===== config.mk =====
export PLATFORM = sky130hd
export DESIGN_NAME = phase_sequencer
export DESIGN_NICKNAME = d
export VERILOG_FILES = /design/src/rtl/cpu_pkg.sv /design/src/rtl/event_counter.sv /design/src/rtl/phase_sequencer.sv
export SDC_FILE = /design/constraint.sdc
export NUM_CORES = 1
export LEC_CHECK = 0
export BUFFER_PORTS_ARGS = -buffer_cell sky130_fd_sc_hd__buf_4
export CAP_MARGIN = 15
export CORE_MARGIN = 5
export CORE_UTILIZATION = 49
export CTS_CLUSTER_SIZE = 24
export DETAILED_ROUTE_END_ITERATION = 8
export PLACE_DENSITY = 0.82
export SKIP_LAST_GASP = 1
export SLEW_MARGIN = 15
export SYNTH_ARGS = -nofsm -noshare
export SYNTH_HDL_FRONTEND = slang
export SYNTH_HIERARCHICAL = 1
export SYNTH_SLANG_ARGS = --single-unit

===== constraint.sdc =====
create_clock -name clk -period 2.65 [get_ports clk]
set_input_delay 0.53 -clock clk [delete_from_list [all_inputs] [get_ports clk]]
set_output_delay 0.53 -clock clk [all_outputs]
set_load 0.01 [all_outputs]

===== src/rtl/cpu_pkg.sv =====
// Shared CPU control constants: phase names and default sequencer sizing.
package cpu_pkg;

  // Named phases of the classic four-phase instruction cycle.
  localparam int PH_FETCH  = 0;
  localparam int PH_DECODE = 1;
  localparam int PH_EXEC   = 2;
  localparam int PH_WB     = 3;

  // Default number of phases per instruction and retired-count width.
  localparam int DEF_NPHASE = 4;
  localparam int DEF_CNT_W  = 16;

endpackage : cpu_pkg


===== src/rtl/event_counter.sv =====
// Wrap-around event counter with synchronous clear and increment enable.
module event_counter
  import cpu_pkg::*;
#(
  parameter int CNT_W = DEF_CNT_W
) (
  input  logic             clk,
  input  logic             clear,
  input  logic             inc,
  output logic [CNT_W-1:0] count
);

  // Count register: clear wins, otherwise step by one and wrap modulo 2^CNT_W.
  // NOTE: clocked state uses non-blocking assignments so every register sees
  // pre-edge values of its neighbours, matching the hardware.
  always_ff @(posedge clk) begin
    if (clear) begin
      count <= '0;
    end else if (inc) begin
      count <= count + CNT_W'(1);
    end
  end

endmodule : event_counter


===== src/rtl/phase_sequencer.sv =====
// Multi-cycle phase index generator for the CPU control unit.
// Stall, early restart, direct phase load, completion pulse and a retired
// instruction counter. Define PHASE_SEQ_ONEHOT_EN to add a registered one-hot
// copy of the phase (phase_oh).
module phase_sequencer
  import cpu_pkg::*;
#(
  parameter  int NPHASE = DEF_NPHASE,
  parameter  int CNT_W  = DEF_CNT_W,
  localparam int W      = $clog2(NPHASE)
) (
  input  logic             clk,
  input  logic             clear,
  input  logic             en,
  input  logic             restart,
  input  logic             load,
  input  logic [W-1:0]     load_val,
  output logic [W-1:0]     phase,
  output logic             last,
  output logic             done,
  output logic [CNT_W-1:0] insn_cnt,
  output logic             bad_load
`ifdef PHASE_SEQ_ONEHOT_EN
  ,
  output logic [NPHASE-1:0] phase_oh
`endif
);

  // Final legal phase; the wrap point even when NPHASE is not a power of 2.
  localparam logic [W-1:0] LAST_PH  = W'(NPHASE - 1);
  localparam logic [W-1:0] FIRST_PH = W'(PH_FETCH);
  // NPHASE widened by one bit so the range check on load_val cannot overflow.
  localparam logic [W:0]   NPHASE_X = (W + 1)'(NPHASE);

  logic [W-1:0] next_phase;
  logic         next_done;
  logic         next_bad;
  logic         complete;
  logic         load_ok;

  assign load_ok = ({1'b0, load_val} < NPHASE_X);

  // Next-state priority mux: load > restart > en; clear is applied in the registers.
  // NOTE: every output of this block gets a default first, so no path can
  // leave a signal unassigned and infer a latch.
  always_comb begin
    next_phase = phase;
    next_done  = 1'b0;
    next_bad   = bad_load;
    complete   = 1'b0;
    if (load) begin
      if (load_ok) begin
        next_phase = load_val;
      end else begin
        next_bad = 1'b1;
      end
    end else if (restart) begin
      next_phase = FIRST_PH;
      next_done  = 1'b1;
      complete   = 1'b1;
    end else if (en) begin
      if (phase == LAST_PH) begin
        next_phase = FIRST_PH;
        next_done  = 1'b1;
        complete   = 1'b1;
      end else begin
        next_phase = phase + W'(1);
      end
    end
  end

  // Phase, completion pulse and sticky bad-load flag registers.
  always_ff @(posedge clk) begin
    if (clear) begin
      phase    <= FIRST_PH;
      done     <= 1'b0;
      bad_load <= 1'b0;
    end else begin
      phase    <= next_phase;
      done     <= next_done;
      bad_load <= next_bad;
    end
  end

  assign last = (phase == LAST_PH);

  // Retired-instruction counter; clear discards any partial instruction.
  event_counter #(
    .CNT_W (CNT_W)
  ) u_insn_cnt (
    .clk   (clk),
    .clear (clear),
    .inc   (complete),
    .count (insn_cnt)
  );

`ifdef PHASE_SEQ_ONEHOT_EN
  logic [NPHASE-1:0] next_oh;

  // One-hot decode of the next phase, registered so it tracks phase exactly.
  always_comb begin
    next_oh             = '0;
    next_oh[next_phase] = 1'b1;
  end

  // One-hot phase register; reset value is bit 0 (phase 0).
  always_ff @(posedge clk) begin
    if (clear) begin
      phase_oh <= NPHASE'(1);
    end else begin
      phase_oh <= next_oh;
    end
  end
`else
  // One-hot phase output is not built in this configuration.
`endif

endmodule : phase_sequencer


==> out/qor.txt, run 1 <==
Clock Path Buffers: 2
Root Buffer: clkbuf_4
Min Tclk post-route: 2.28 ns
Antenna Nets Post-Route: 0
Vias in the first global route: 702
Rel. slew slack: 66.6%
Hold WC Path Type: in2reg
Tightest Pin Transition: 0.500 ns
Clk_lat worst skew: 0.29 ns
CTS tree: yes
Crit Path Class: reg2reg
Yosys top cell area share: 41.5%
Pin count of the biggest net entering global routing: 23
Tcrit/Tclk final: 86.1%
DRC Markers: 0
Routed vias/inst: 5.12
Detailed Route Iter0 Violations: 12
Leakage: 0.477 nW
Clk sinks: 19
PortBufs: 26
P per Cell Area: 415 nW/um^2
Worst-path clk slew: 0.11 ns
GR Util All Layers: 13.7%
Power consumption: 0.477 mW
Syn Inst Count: 102
Initial antenna violation count: 0
RSZ-0062 raised after global routing: false
Post-CTS Resized: 0
Top post-synthesis cells by area: dfxtp_1 42%, nor2_1 7.4%, xnor2_1 5.7%, xor2_1 3.8%, nand2_1 3.3%
FP Rows: 15
Setup-failing EPs final: 0
Area of the core: 1750 sq um
Avg Inst Size Synth: 8.98 sq um
Fin. max-slew vios: 0
Fmax: 0.438 GHz
Pre-antenna DRT Iters: 4
Starting density of the core: 52.5%
Vias: 784
Worst EP arrival: 2.51 ns
Setup TNS: 0 ns
Mapped Area: 916 sq um
Most frequent cells in the layout: 26 x buf_4, 19 x dfxtp_1, 18 x nor2_1
Max-cap viol count: 0
Final WL: 1.85 mm
Crit. End Element: flop
Die area: 2830 sq um
RD Place Congestion: 0.737
Die height: 53.2 microns
WL/cell: 12.1 microns
Total CTS buffers: 3
Layout cells sized above 1: 30.5%
IR drop worst, VDD: 0.333 mV
Commonest non-fill, non-tap cell in the layout: buf_4
Ports: 28
Final hold vios: 0
Post-CTS setup buffers: 0
Sequential area share after synthesis: 41.5%
Synth Net Count: 111
Diodes inserted: 0
Worst Path Required: 2.88 ns
Clock skew: 0.00778 ns
Flops & latches, synth: 19
Cts hold-fix bufs: 0
Chip Width: 53.2 microns
Yosys warns: 6
Post-layout nets: 138
Status: complete, no violations
Setup crit start kind: flop
Syn-to-layout area delta: 25.5%
H-Tree Depth: 1
CP max FO: 8
First-pass GRT wire length: 2.94 mm
Congestion Overflow GR: 0
Hpwl dp: 1.42 mm
Cell variety after synth: 34
Synth area leader: dfxtp_1
worst paths after layout:
path	start	to	slack [ns]	cells after the start
max reg2reg	phase[0]	u_insn_cnt/count[13]	0.37	7
min	load	done	0.46	2
max	phase[0]	u_insn_cnt/count[13]	0.37	7
min reg2reg	u_insn_cnt/count[13]	u_insn_cnt/count[13]	0.51	2
where the power goes:
part / leakage, nW / internal [mW] / switching (mW) / total, mW
sequential: 0.154 / 0.290 / 0.00530 / 0.295
combinational: 0.308 / 0.0199 / 0.0211 / 0.0411
clock: 0.0150 / 0.0584 / 0.0824 / 0.141
critical path: stages (launching register included):
cell and delay [ns]:
dfxtp_1 0.39, ha_1 0.21, a21oi_1 0.10, nor2_1 0.40, nand4_4 0.26, nor4_4 0.34
or3b_1 0.37, a21oi_1 0.14
cell families after synthesis:
kind of cell	count (synthesis)	share of synthesized area [%]
and+or+nand+nor	50	31.1
DFF	19	41.5
xor gates and xnor gates	10	9.56
AOI/OAI and AO/OA	10	6.97
adders and majority gates	2	2.73
other	1	0.409
buffers and inverters	6	2.87
muxes	4	4.78
synthesized netlist by cell type (all sizes together):
| cell type | instances |
|---|---|
| nor4b | 1 |
| or3 | 1 |
| mux2i | 1 |
| nand3 | 3 |
| nor2b | 2 |
| inv | 2 |
| nor3 | 5 |
| conb | 1 |
| dfxtp | 19 |
| or2 | 1 |
| ha | 2 |
| a211oi | 1 |
| nor2 | 19 |
| nor4 | 4 |
| mux2 | 3 |
| or3b | 1 |
| o21ai | 1 |
| and3 | 1 |
| xor2 | 4 |
| buf | 1 |
| a21oi | 6 |
| xnor2 | 6 |
| nand4 | 3 |
| clkbuf | 3 |
| nand2 | 8 |
| nand2b | 1 |
| a31o | 1 |
| o41ai | 1 |
stage by stage:
step,setup slack [ns],instance area [sq um],util [%],instances,hold WS [ns]
finish,0.367,1150,65.9,153,0.463
CTS,0.366,1150,65.9,153,0.457
global route,0.146,1150,65.9,153,0.457
global placement,0.440,1120,64.4,149,0.485
floorplan,0.487,916,-,102,0.503
detailed placement,0.327,1120,64.4,149,0.485
sequential cells by signal, summed over array words and instances (netlist names):
register and flops:
done 1, phase 2, u_insn_cnt/count 16
metal layers:
metal	wire, microns	vias to the layer above	GRT usage, %
met1	821	358	17.8
met3	93	2	2.82
met2	927	24	23.1
met5	0	-	0
met4	9	0	2.55
li1	-	400	-
cell type report:
type | count | area [sq um]
flip-flops and latches | 19 | 380
repair buffers | 26 | 195
multi-input cells | 77 | 509
well taps | 25 | 31.3
clock buffers | 4 | 26.3
inverters | 2 | 7.51
fillers | 159 | 596
(Power assumes the default switching activity.)
==> inputs of run 2 (changes only) <==
--- a/config.mk
+++ b/config.mk
@@ -7,6 +7,7 @@
 export LEC_CHECK = 0
 export BUFFER_PORTS_ARGS = -buffer_cell sky130_fd_sc_hd__buf_4
 export CAP_MARGIN = 15
+export CORE_ASPECT_RATIO = 0.75
 export CORE_MARGIN = 5
 export CORE_UTILIZATION = 49
 export CTS_CLUSTER_SIZE = 24
==> out/qor.txt, run 2 (same netlist as run 1, synthesis figures left out) <==
Hpwl dp: 1.48 mm (+4.8%)
Pre-antenna DRT Iters: 4 (unchanged)
Switch share: 24.6% (+1.7 points)
Sequential power share: 60.6% (-1.3 points)
Clock Path Buffers: 2 (unchanged)
Antenna Nets Post-Route: 0 (unchanged)
Hold_sp: load
Hold WC Path Type: in2reg
DRC Markers: 0 (unchanged)
Post-CTS setup buffers: 0 (unchanged)
Pint: 0.367 mW (-0.25%)
Root Buffer: clkbuf_4
Die height: 47.4 microns (-11%)
Biggest regs: u_insn_cnt/count (16), phase (2), done (1)
CP max FO: 8 (unchanged)
R2r endpoint: u_insn_cnt/count[13]
P per Cell Area: 423 nW/um^2 (+2.1%)
Vias in the first global route: 722 (+2.8%)
Setup crit start kind: flop
Diodes inserted: 0 (unchanged)
IR drop worst, VDD: 0.265 mV (-20%)
Crit. End Element: flop
Routed vias/inst: 5.27 (+2.8%)
RSZ-0062 raised after global routing: false
Ports: 28 (unchanged)
Status: complete, no violations
Clock power share: 30.9% (+1.4 points)
Final hold vios: 0 (unchanged)
Reg2reg start: phase[0]
R2r setup slk: 0.35 ns (-0.02 ns)
Fmax: 0.435 GHz (-0.73%)
First-pass GRT wire length: 3.15 mm (+7.0%)
Most frequent cells in the layout: 26 x buf_4, 19 x dfxtp_1, 18 x nor2_1
Final Instance Count excl. Fillers: 150 (-2.0%)
Combinational Power Share: 8.4% (-0.2 points)
Rel. slew slack: 65.5% (-1.1 points)
Setup TNS: 0 ns (unchanged)
Cts hold-fix bufs: 0 (unchanged)
Final WL: 1.94 mm (+4.6%)
FP Rows: 13 (-2)
RD Place Congestion: 0.768 (+4.2%)
Min Tclk post-route: 2.30 ns (+0.0167 ns)
Clk sinks: 19 (unchanged)
Chip Width: 59.9 microns (+13%)
Worst Path Required: 2.88 ns (about the same)
Post-layout nets: 138 (unchanged)
Layout cells sized above 1: 31.3% (+0.78 points)
Cells on Worst Hold Path: 2 (unchanged)
CTS tree: yes
Clk_lat worst skew: 0.30 ns (about the same)
Starting density of the core: 52.1% (-0.34 points)
Area of the core: 1760 sq um (+0.65%)
Syn-to-layout area delta: 25.5% (unchanged)
Crit Path Class: reg2reg
Max-cap viol count: 0 (unchanged)
Clock skew: 0.0121 ns (+0.00428 ns)
Detailed Route Iter0 Violations: 15 (+3)
Congestion Overflow GR: 0 (unchanged)
WL/cell: 12.9 microns (+6.7%)
Setup-failing EPs final: 0 (unchanged)
Fin. max-slew vios: 0 (unchanged)
Most flops, register: u_insn_cnt/count
Post-CTS Resized: 0 (unchanged)
Placed insts: 146 (-2.0%)
Initial antenna violation count: 0 (unchanged)
Tcrit/Tclk final: 86.8% (+0.63 points)
Leakage: 0.476 nW (-0.22%)
Max FFs per register: 16 (unchanged)
Die area: 2840 sq um (+0.30%)
Vias: 790 (+0.77%)
Worst-path clk slew: 0.10 ns (about the same)
Reg2reg path depth: 7 (unchanged)
GR Util All Layers: 15.1% (+1.5 points)
H-Tree Depth: 1 (unchanged)
Pin count of the biggest net entering global routing: 23 (unchanged)
Min-Delay Endpoint: done
Switching power: 0.120 mW (+9.9%)
Commonest non-fill, non-tap cell in the layout: buf_4
Tightest Pin Transition: 0.515 ns (+0.0159 ns)
PortBufs: 26 (unchanged)
Worst EP arrival: 2.53 ns (+0.02 ns)
Total CTS buffers: 3 (unchanged)
-- run 2: cell types whose count changed in the layout (fill, tap and decap cells not counted), sizes merged --
cell and change:
clkbuf -1, clkinvlp +1
-- run 2: power groups by stage --
stage	Clock, mW	Combinational, mW	Sequential [mW]
2_1_floorplan	0	0.0203	0.303
3_3_place_gp	0	0.0400	0.302
3_5_place_dp	0	0.0411	0.302
4_1_cts	0.157	0.0413	0.295
5_1_grt	0.168	0.0449	0.296
6_report	0.151	0.0411	0.295
-- run 2: area by class of cell --
cell class / count / area [sq um]
Inverter: 2 / 7.51
Clock buffer: 3 / 22.5
Fill cell: 143 / 607
Timing Repair Buffer: 26 / 195
Multi-Input combinational cell: 77 / 509
Clock inverter: 1 / 7.51
Tap cell: 22 / 27.5
Sequential cell: 19 / 380
-- run 2: how the worst max path moves through the flow --
stage	to	slack [ns]	cells past startpoint	from
2_1_floorplan	u_insn_cnt/count[13]	0.49	7	phase[0]
3_3_place_gp	u_insn_cnt/count[13]	0.43	7	en
3_5_place_dp	u_insn_cnt/count[13]	0.35	7	en
4_1_cts	u_insn_cnt/count[13]	0.36	7	phase[0]
5_1_grt	u_insn_cnt/count[13]	0.16	7	phase[0]
6_report	u_insn_cnt/count[13]	0.35	7	phase[0]
-- run 2: metal layers --
metal  share of wire, %  track usage (%)  vias up
met3                5.4             5.12        2
met1                 48             19.0      367
met2                 46             24.6       20
met4               0.62             5.31        0
met5                  0                0        -
li1                   -                -      401
-- run 2: critical path: stages (launching register included) --
cell	delay (ns)
dfxtp_1	0.40
ha_1	0.22
a21oi_1	0.09
nor2_1	0.41
nand4_4	0.27
nor4_4	0.34
or3b_1	0.37
a21oi_1	0.14
-- run 2: metrics by stage --
step                      util [%]  power, mW  setup WS (ns)  cell area [sq um]  hold WS (ns)
after floorplan                  -      0.323          0.487                916         0.503
after global placement        63.7      0.342          0.432               1120         0.484
after detailed placement      63.7      0.343          0.350               1120         0.496
after CTS                     65.5      0.494          0.363               1150         0.434
after global routing          65.5      0.509          0.164               1150         0.443
final                         65.5      0.487          0.351               1150         0.449
